### src/rtl/ex_result_collect_wb.sv
// Execute-result collector: AND-OR merges the valid result lanes into one
// writeback word and queues it in a 2-entry skid buffer toward writeback.
module ex_result_collect_wb #(
  parameter int INPUTNUM = 7,
  parameter int BITWIDTH = 32,
  parameter int REGADDRW = 5,
  parameter int CNTW     = 8
) (
  input  logic                         clk,
  input  logic                         rst_n,
  input  logic [INPUTNUM*BITWIDTH-1:0] iResData,
  input  logic [INPUTNUM-1:0]          iResValid,
  input  logic                         iInstValid,
  input  logic [REGADDRW-1:0]          iRdAddr,
  input  logic                         iRdWrEn,
  input  logic                         iFlush,
  output logic                         oReady,
  input  logic                         iWbReady,
  output logic                         oWbValid,
  output logic [BITWIDTH-1:0]          oWbData,
  output logic [REGADDRW-1:0]          oWbRdAddr,
  output logic                         oWbRdWrEn,
  output logic                         oMultiHit,
  output logic [CNTW-1:0]              oMultiHitCnt
);

  typedef enum logic [1:0] {
    S_EMPTY = 2'd0,
    S_ONE   = 2'd1,
    S_FULL  = 2'd2
  } state_e;

  typedef struct packed {
    logic [BITWIDTH-1:0] data;
    logic [REGADDRW-1:0] addr;
    logic                wren;
  } entry_t;

  state_e           state_q, state_d;
  entry_t           head_q, head_d;
  entry_t           tail_q, tail_d;
  logic             multi_hit_q, multi_hit_d;
  logic [CNTW-1:0]  cnt_q, cnt_d;

  logic [BITWIDTH-1:0] merged;
  logic                multi_lane;
  logic                push, pop;
  entry_t              new_entry;

  always_comb begin
    merged = '0;
    for (int k = 0; k < INPUTNUM; k++) begin
      merged = merged | (iResData[k*BITWIDTH +: BITWIDTH] & {BITWIDTH{iResValid[k]}});
    end
  end

  // Clearing the lowest set bit leaves something only when two or more lanes are set.
  assign multi_lane = |(iResValid & (iResValid - INPUTNUM'(1)));

  assign new_entry = '{data: merged, addr: iRdAddr, wren: iRdWrEn};

  assign oReady   = (state_q != S_FULL);
  assign oWbValid = (state_q != S_EMPTY);
  assign push     = iInstValid & oReady & ~iFlush;
  assign pop      = oWbValid & iWbReady & ~iFlush;

  // NOTE: every variable gets a default before the case so no path leaves it
  // unassigned; a missing default here would infer a latch.
  always_comb begin
    state_d     = state_q;
    head_d      = head_q;
    tail_d      = tail_q;
    multi_hit_d = push & multi_lane;
    cnt_d       = cnt_q;

    unique case (state_q)
      S_EMPTY: begin
        if (push) begin
          head_d  = new_entry;
          state_d = S_ONE;
        end
      end
      S_ONE: begin
        if (push && pop) begin
          head_d = new_entry;
        end else if (push) begin
          tail_d  = new_entry;
          state_d = S_FULL;
        end else if (pop) begin
          state_d = S_EMPTY;
        end
      end
      S_FULL: begin
        if (pop) begin
          head_d  = tail_q;
          state_d = S_ONE;
        end
      end
      default: state_d = S_EMPTY;
    endcase

    // Flush only drops occupancy; the head payload registers keep their value.
    if (iFlush) state_d = S_EMPTY;

    if (multi_hit_d && (cnt_q != {CNTW{1'b1}})) cnt_d = cnt_q + CNTW'(1);
  end

  // NOTE: sequential state uses non-blocking assignments so every flop samples
  // the pre-edge values regardless of statement order.
  always_ff @(posedge clk) begin
    if (!rst_n) begin
      state_q     <= S_EMPTY;
      head_q      <= '0;
      // NOTE: the tail slot is never observed before being written, but it is
      // cleared with the rest so reset leaves no stale payload anywhere.
      tail_q      <= '0;
      multi_hit_q <= 1'b0;
      cnt_q       <= '0;
    end else begin
      state_q     <= state_d;
      head_q      <= head_d;
      tail_q      <= tail_d;
      multi_hit_q <= multi_hit_d;
      cnt_q       <= cnt_d;
    end
  end

  assign oWbData      = head_q.data;
  assign oWbRdAddr    = head_q.addr;
  assign oWbRdWrEn    = head_q.wren;
  assign oMultiHit    = multi_hit_q;
  assign oMultiHitCnt = cnt_q;

endmodule

### config.mk
export PLATFORM = sky130hd
export DESIGN_NAME = ex_result_collect_wb
export DESIGN_NICKNAME = d
export VERILOG_FILES = /design/src/rtl/ex_result_collect_wb.sv
export SDC_FILE = /design/constraint.sdc
export NUM_CORES = 1
export LEC_CHECK = 0
export CAP_MARGIN = 40
export CELL_PAD_IN_SITES_DETAIL_PLACEMENT = 0
export CELL_PAD_IN_SITES_GLOBAL_PLACEMENT = 1
export CORE_ASPECT_RATIO = 0.7
export CORE_MARGIN = 5
export CORE_UTILIZATION = 26
export CTS_CLUSTER_DIAMETER = 40
export CTS_CLUSTER_SIZE = 28
export DETAILED_ROUTE_END_ITERATION = 8
export GPL_TIMING_DRIVEN = 0
export PLACE_DENSITY = 0.93
export SLEW_MARGIN = 15
export SYNTH_ARGS = -nofsm -noshare
export SYNTH_HDL_FRONTEND = slang
export SYNTH_SLANG_ARGS = --single-unit
### constraint.sdc
create_clock -name clk -period 2.25 [get_ports clk]
set_clock_uncertainty 0.15 [all_clocks]
set_input_delay 0.225 -clock clk [delete_from_list [all_inputs] [get_ports clk]]
set_output_delay 0.225 -clock clk [all_outputs]
set_load 0.05 [all_outputs]
== After elaboration in Yosys (flattened, before gate mapping) ==
Index checks and enable logic that the tools add are counted.
W data, S select, Z words.
Operators by class
  magnitude comparators: 0
  muxes and demuxes: 10
  equal/unequal tests: 9
  divide/modulo/power cells: 0
  $add $sub $neg: 2
  reduce and logical (&&, ||, !) cells: 10
  shift operators: 0
  bitwise operators: 22
  multipliers: 0
Operator list (number)
  $and A32 B32 Y32: 7
  $or A32 B32 Y32: 6
  $mux W38: 3
  $pmux W38 S3: 1
  $mux W2: 5
  $ne A2 B2 Y1 const B: 5
  $add A8 B1 Y8 const B: 1
  $ne A8 B8 Y1 const B: 1
  $reduce_and A4 Y1: 2
  $and A7 B7 Y7: 1
  $reduce_or A7 Y1: 1
  $sub A7 B1 Y7 const B: 1
  $pmux W2 S3: 1
  $and A1 B1 Y1: 5
  $ne A3 B3 Y1 const B: 1
  $not A1 Y1: 3
  $reduce_and A3 Y1: 1
  $reduce_bool A3 Y1: 1
  $eq A2 B1 Y1 const B: 1
  $eq A2 B2 Y1 const B: 1
  $logic_and A1 B1 Y1: 2
  $logic_not A2 Y1: 1
  $reduce_bool A2 Y1: 1
  $reduce_or A2 Y1: 1
Word-level totals
  output and inout bits: 49
  register bits after elaboration: 87
  RAM bits: 0
  ROM bits: 0
  word-level logic and storage cells: 62
  memories: 0
  bits in latches: 0

== Depth between registers and ports, before layout ==
Gate-level depths: netlist of the first run.
  depth in word-level cells: 9
  depth in mapped cells: 7

== Least setup slack after synthesis of the first run ==
Ideal clock, no wire load.
  path type: register to register
  from: register cnt_q[0], in the netlist oMultiHitCnt[0]
  to: register cnt_q[6], in the netlist oMultiHitCnt[6]
  arrival time: 1666 ps
  period minus slack after synthesis: 1931 ps
  buffers on the path: 0
  required time: 1985 ps
  setup time: 115 ps
  stages on the path, launching flop included: 6
  setup slack: 319 ps
  path through: dfxtp_1 ha_1 and3_1 nand4_1 o31a_1 o21a_1
Between the ends
  cells in the longest elaborated chain, start to end: 2
  elaborated cells on any way between the ends: 3
RTL lines
  from (decl): RTL line 43  | logic [CNTW-1:0] cnt_q, cnt_d;
  from (signal assigned): RTL line 124  | cnt_q <= cnt_d;
  parallel branches: the longest is 2 deep, another holds $add A8 B1 Y8
Several ways; the timed one is not identified.
A chain may end at the register's enable or synchronous reset.

== Worst setup path in the final report of the first run ==
  from: input port iWbReady
  to: register tail_q[8] (netlist name)
Between the ends
  cells in the longest elaborated chain, start to end: 5
RTL lines
  from (decl): RTL line 18  | input logic iWbReady,
  $and A1 B1 Y1 (2 in a row): RTL line 65  | assign pop = oWbValid & iWbReady & ~iFlush;
  $logic_and A1 B1 Y1: RTL line 84  | if (push && pop) begin
  $not A1 Y1 (no source line)
  $reduce_and A3 Y1 (no source line)
  to (signal assigned): RTL line 122  | tail_q <= tail_d;
  to (decl): RTL line 41  | entry_t tail_q, tail_d;
Every way passes these cells.

==> reports/summary.txt, run 1 <==
Clock Root Buffer = clkbuf_16
RSZ-0062 raised after global routing = false
Post-Syn Area = 0.00463 mm²
Final period utilization = 94.5%
Total number of vias = 5789
Placed insts = 1057
Worst Hold Class = flop to flop
WS Path Type = primary input to flop
Insertion delay to the later sink of the worst-skew pair = 0.34 ns
CTS Sinks = 87
Antenna cells = 0
Synthesized net count = 779
Ranking of synthesized cells by area = dfxtp_1, a22oi_1, a222oi_1
Fill cells = 1695
Minimum clock period = 2.13 ns
Post-synth EDFFs = 0
DR pass1 iterations = 5
Cells after synthesis = 536
CP max stage delay = 0.51 ns
Ys async rst share = 0%
Global placement routability congestion = 0.831
First-pass GRT wire length = 35.7 mm
Startpoint Class = primary input
Drt via density = 5.38
Area share of the largest cell type after synthesis = 37.6%
Total grt overflow = 0
Leading area contributor after synthesis = dfxtp_1
Std cell rows = 40
Power Dens Cells = 554 mW/mm²
CTS tree = yes
GRT Util Overall = 23.2%
Antenna violations before repair = 0
MaxCap Viol Count = 0
Final instance area = 0.00821 mm²
Worst-path clk slew = 0.07 ns
Area after DPL = 0.00783 mm²
Routed len/inst = 23.4 µm
Top_reg_cell synth = dfxtp_1
Yosys reg bits = 87
# setup viols final = 0
Die width = 169 µm
CTS H-Tree Depth = 3
Area Growth Syn to Fin = 77.5%
Sequential share of the synthesized area = 37.6%
Top-count cell post-synth = dfxtp_1
Fraction of layout cells with a size suffix above 1 = 6.39%
IO Pins = 291
Final hold vios = 0
Initial Utilization = 26.7%
Outcome = completed
Worst path cell trace = clkdlybuf4s50_1 > nand2b_1 > nor4b_1 > buf_2 > clkbuf_1 > a211oi_1
Worst-Margin Slew = 0.906 ns
PortBufs = 283
Peak VDD IR = 0.412 mV
Total CTS buffers = 9
Worst path slowest cell = clkbuf_1
Fin util = 47.4%
Max Buffers Root-to-Sink = 2
Most frequent cells after synthesis = dfxtp_1, nor2_1, a22oi_1
Final WL = 25.2 mm
Final HPWL DP = 19.9 mm
Core footprint = 0.0173 mm²
Die height = 122 µm
Post-route DRC = 0
Post-synth cell types = 41
DRT antenna net count = 0
Largest net degree at the start of global routing = 16
Final Non-Filler Cells = 1076
# nets final = 1083
Syn avg cell area = 8.63 µm²
Vias in the first global route = 5902
Leakage = 3.12 nW
Worst hold margin = 0.322 ns
Die area = 0.0206 mm²
Fmax = 470 MHz
Worst rel slew slack = 39.6%
1st-iter DRT viols = 511
Post-CTS Hold Fix Bufs = 0
CP Capture Type = flop
YS warnings = 0
Setup TNS = 0 ns
Crit path max fanout = 10
CP arrival = 2.17 ns
Worst endpoint required time = 2.29 ns
Final Slew Violations = 0
[registers in the layout (all words and copies together) (netlist names)]
register,cells
oMultiHit,1
oWbRdAddr,5
tail_q,38
oWbRdWrEn,1
state_q,2
oMultiHitCnt,8
oWbData,32
[layer usage]
metal	vias up	share of wire, %	global-route usage (%)
met5	-	0	0
met4	0	3.1	8.90
met3	40	12	7.56
met2	329	46	38.1
met1	2699	39	28.4
li1	2721	-	-
[per-stage QoR]
stage / setup WS, ns / total power [W]
after floorplan: 0.319 / 0.00220
after global placement: -0.460 / 0.00289
after detailed placement: -0.518 / 0.00292
after CTS: 0.0240 / 0.00458
after global routing: 0.0161 / 0.00473
final: 0.124 / 0.00455
[kinds of logic (layout without fill, tap and decap cells)]
kind of cell | after synthesis | count (layout) | share of synthesized area, %
buffers and inverters | 63 | 372 | 6.00
DFF | 87 | 87 | 37.6
AOI/OAI and AO/OA | 223 | 223 | 36.9
and+or+nand+nor | 145 | 145 | 15.5
adders and majority gates | 2 | 2 | 0.487
muxes | 16 | 16 | 3.46
[critical path, delay by kind of cell]
kind | cells | cell delay, ns
simple gates | 2 | 0.51
compound gates | 1 | 0.17
buf+inv | 3 | 1.26
[worst paths after layout]
check / from / end / slack (ns) / cells past startpoint
setup / recovery: iWbReady / tail_q[8] / 0.12 / 6
hold / removal: oWbRdAddr[0] / oWbRdAddr[0] / 0.32 / 2
setup reg to reg: state_q[0] / tail_q[8] / 0.23 / 5
hold reg to reg: oWbRdAddr[0] / oWbRdAddr[0] / 0.32 / 2
[area by class of cell]
class | count | area [µm²] | area share, %
sequential | 87 | 1740 | 21.2
clock inverter | 6 | 92.6 | 1.13
timing repair buffer | 293 | 2950 | 35.9
inverter | 3 | 11.3 | 0.137
multi-input combinational | 386 | 2610 | 31.8
clock buffer | 10 | 239 | 2.91
tap | 231 | 289 | 3.52
buffer | 60 | 280 | 3.41
[cell usage in the layout (no fill, tap or decap), types with 9 or more instances in the layout]
master	netlist	final
a22o_1	32	32
a21oi_1	42	42
buf_6	3	12
a211oi_1	32	32
a222oi_1	32	32
clkdlybuf4s50_1	0	282
a22oi_1	64	64
mux2i_1	16	16
nor2_1	72	72
dfxtp_1	87	87
and3_1	34	34
nand2_1	9	9
clkbuf_1	38	35
clkbuf_16	0	9
buf_2	12	9
[power breakdown]
| part | total (W) | leakage (nW) | internal (W) | switching [W] |
|---|---|---|---|---|
| Combinational | 0.00126 | 2.26 | 0.000647 | 0.000609 |
| Sequential | 0.00164 | 0.709 | 0.00161 | 0.0000365 |
| Clock | 0.00165 | 0.155 | 0.00101 | 0.000644 |
[repair_timing]
action	4_1_cts	5_1_grt
setup buffers	0	0
endpoints found under the hold margin	0	0
endpoints found under the setup margin	31	30
resized for setup	11	6
Note: power is estimated with default switching activity, not from simulation.
==> run 2: changes to the inputs <==
--- a/config.mk
+++ b/config.mk
@@ -5,6 +5,7 @@
 export SDC_FILE = /design/constraint.sdc
 export NUM_CORES = 1
 export LEC_CHECK = 0
+export ABC_CLOCK_PERIOD_IN_PS = 2250
 export CAP_MARGIN = 40
 export CELL_PAD_IN_SITES_DETAIL_PLACEMENT = 0
 export CELL_PAD_IN_SITES_GLOBAL_PLACEMENT = 1
==> results of run 2 <==
The final DEF is identical to that of run 1; final timing and power are the same.
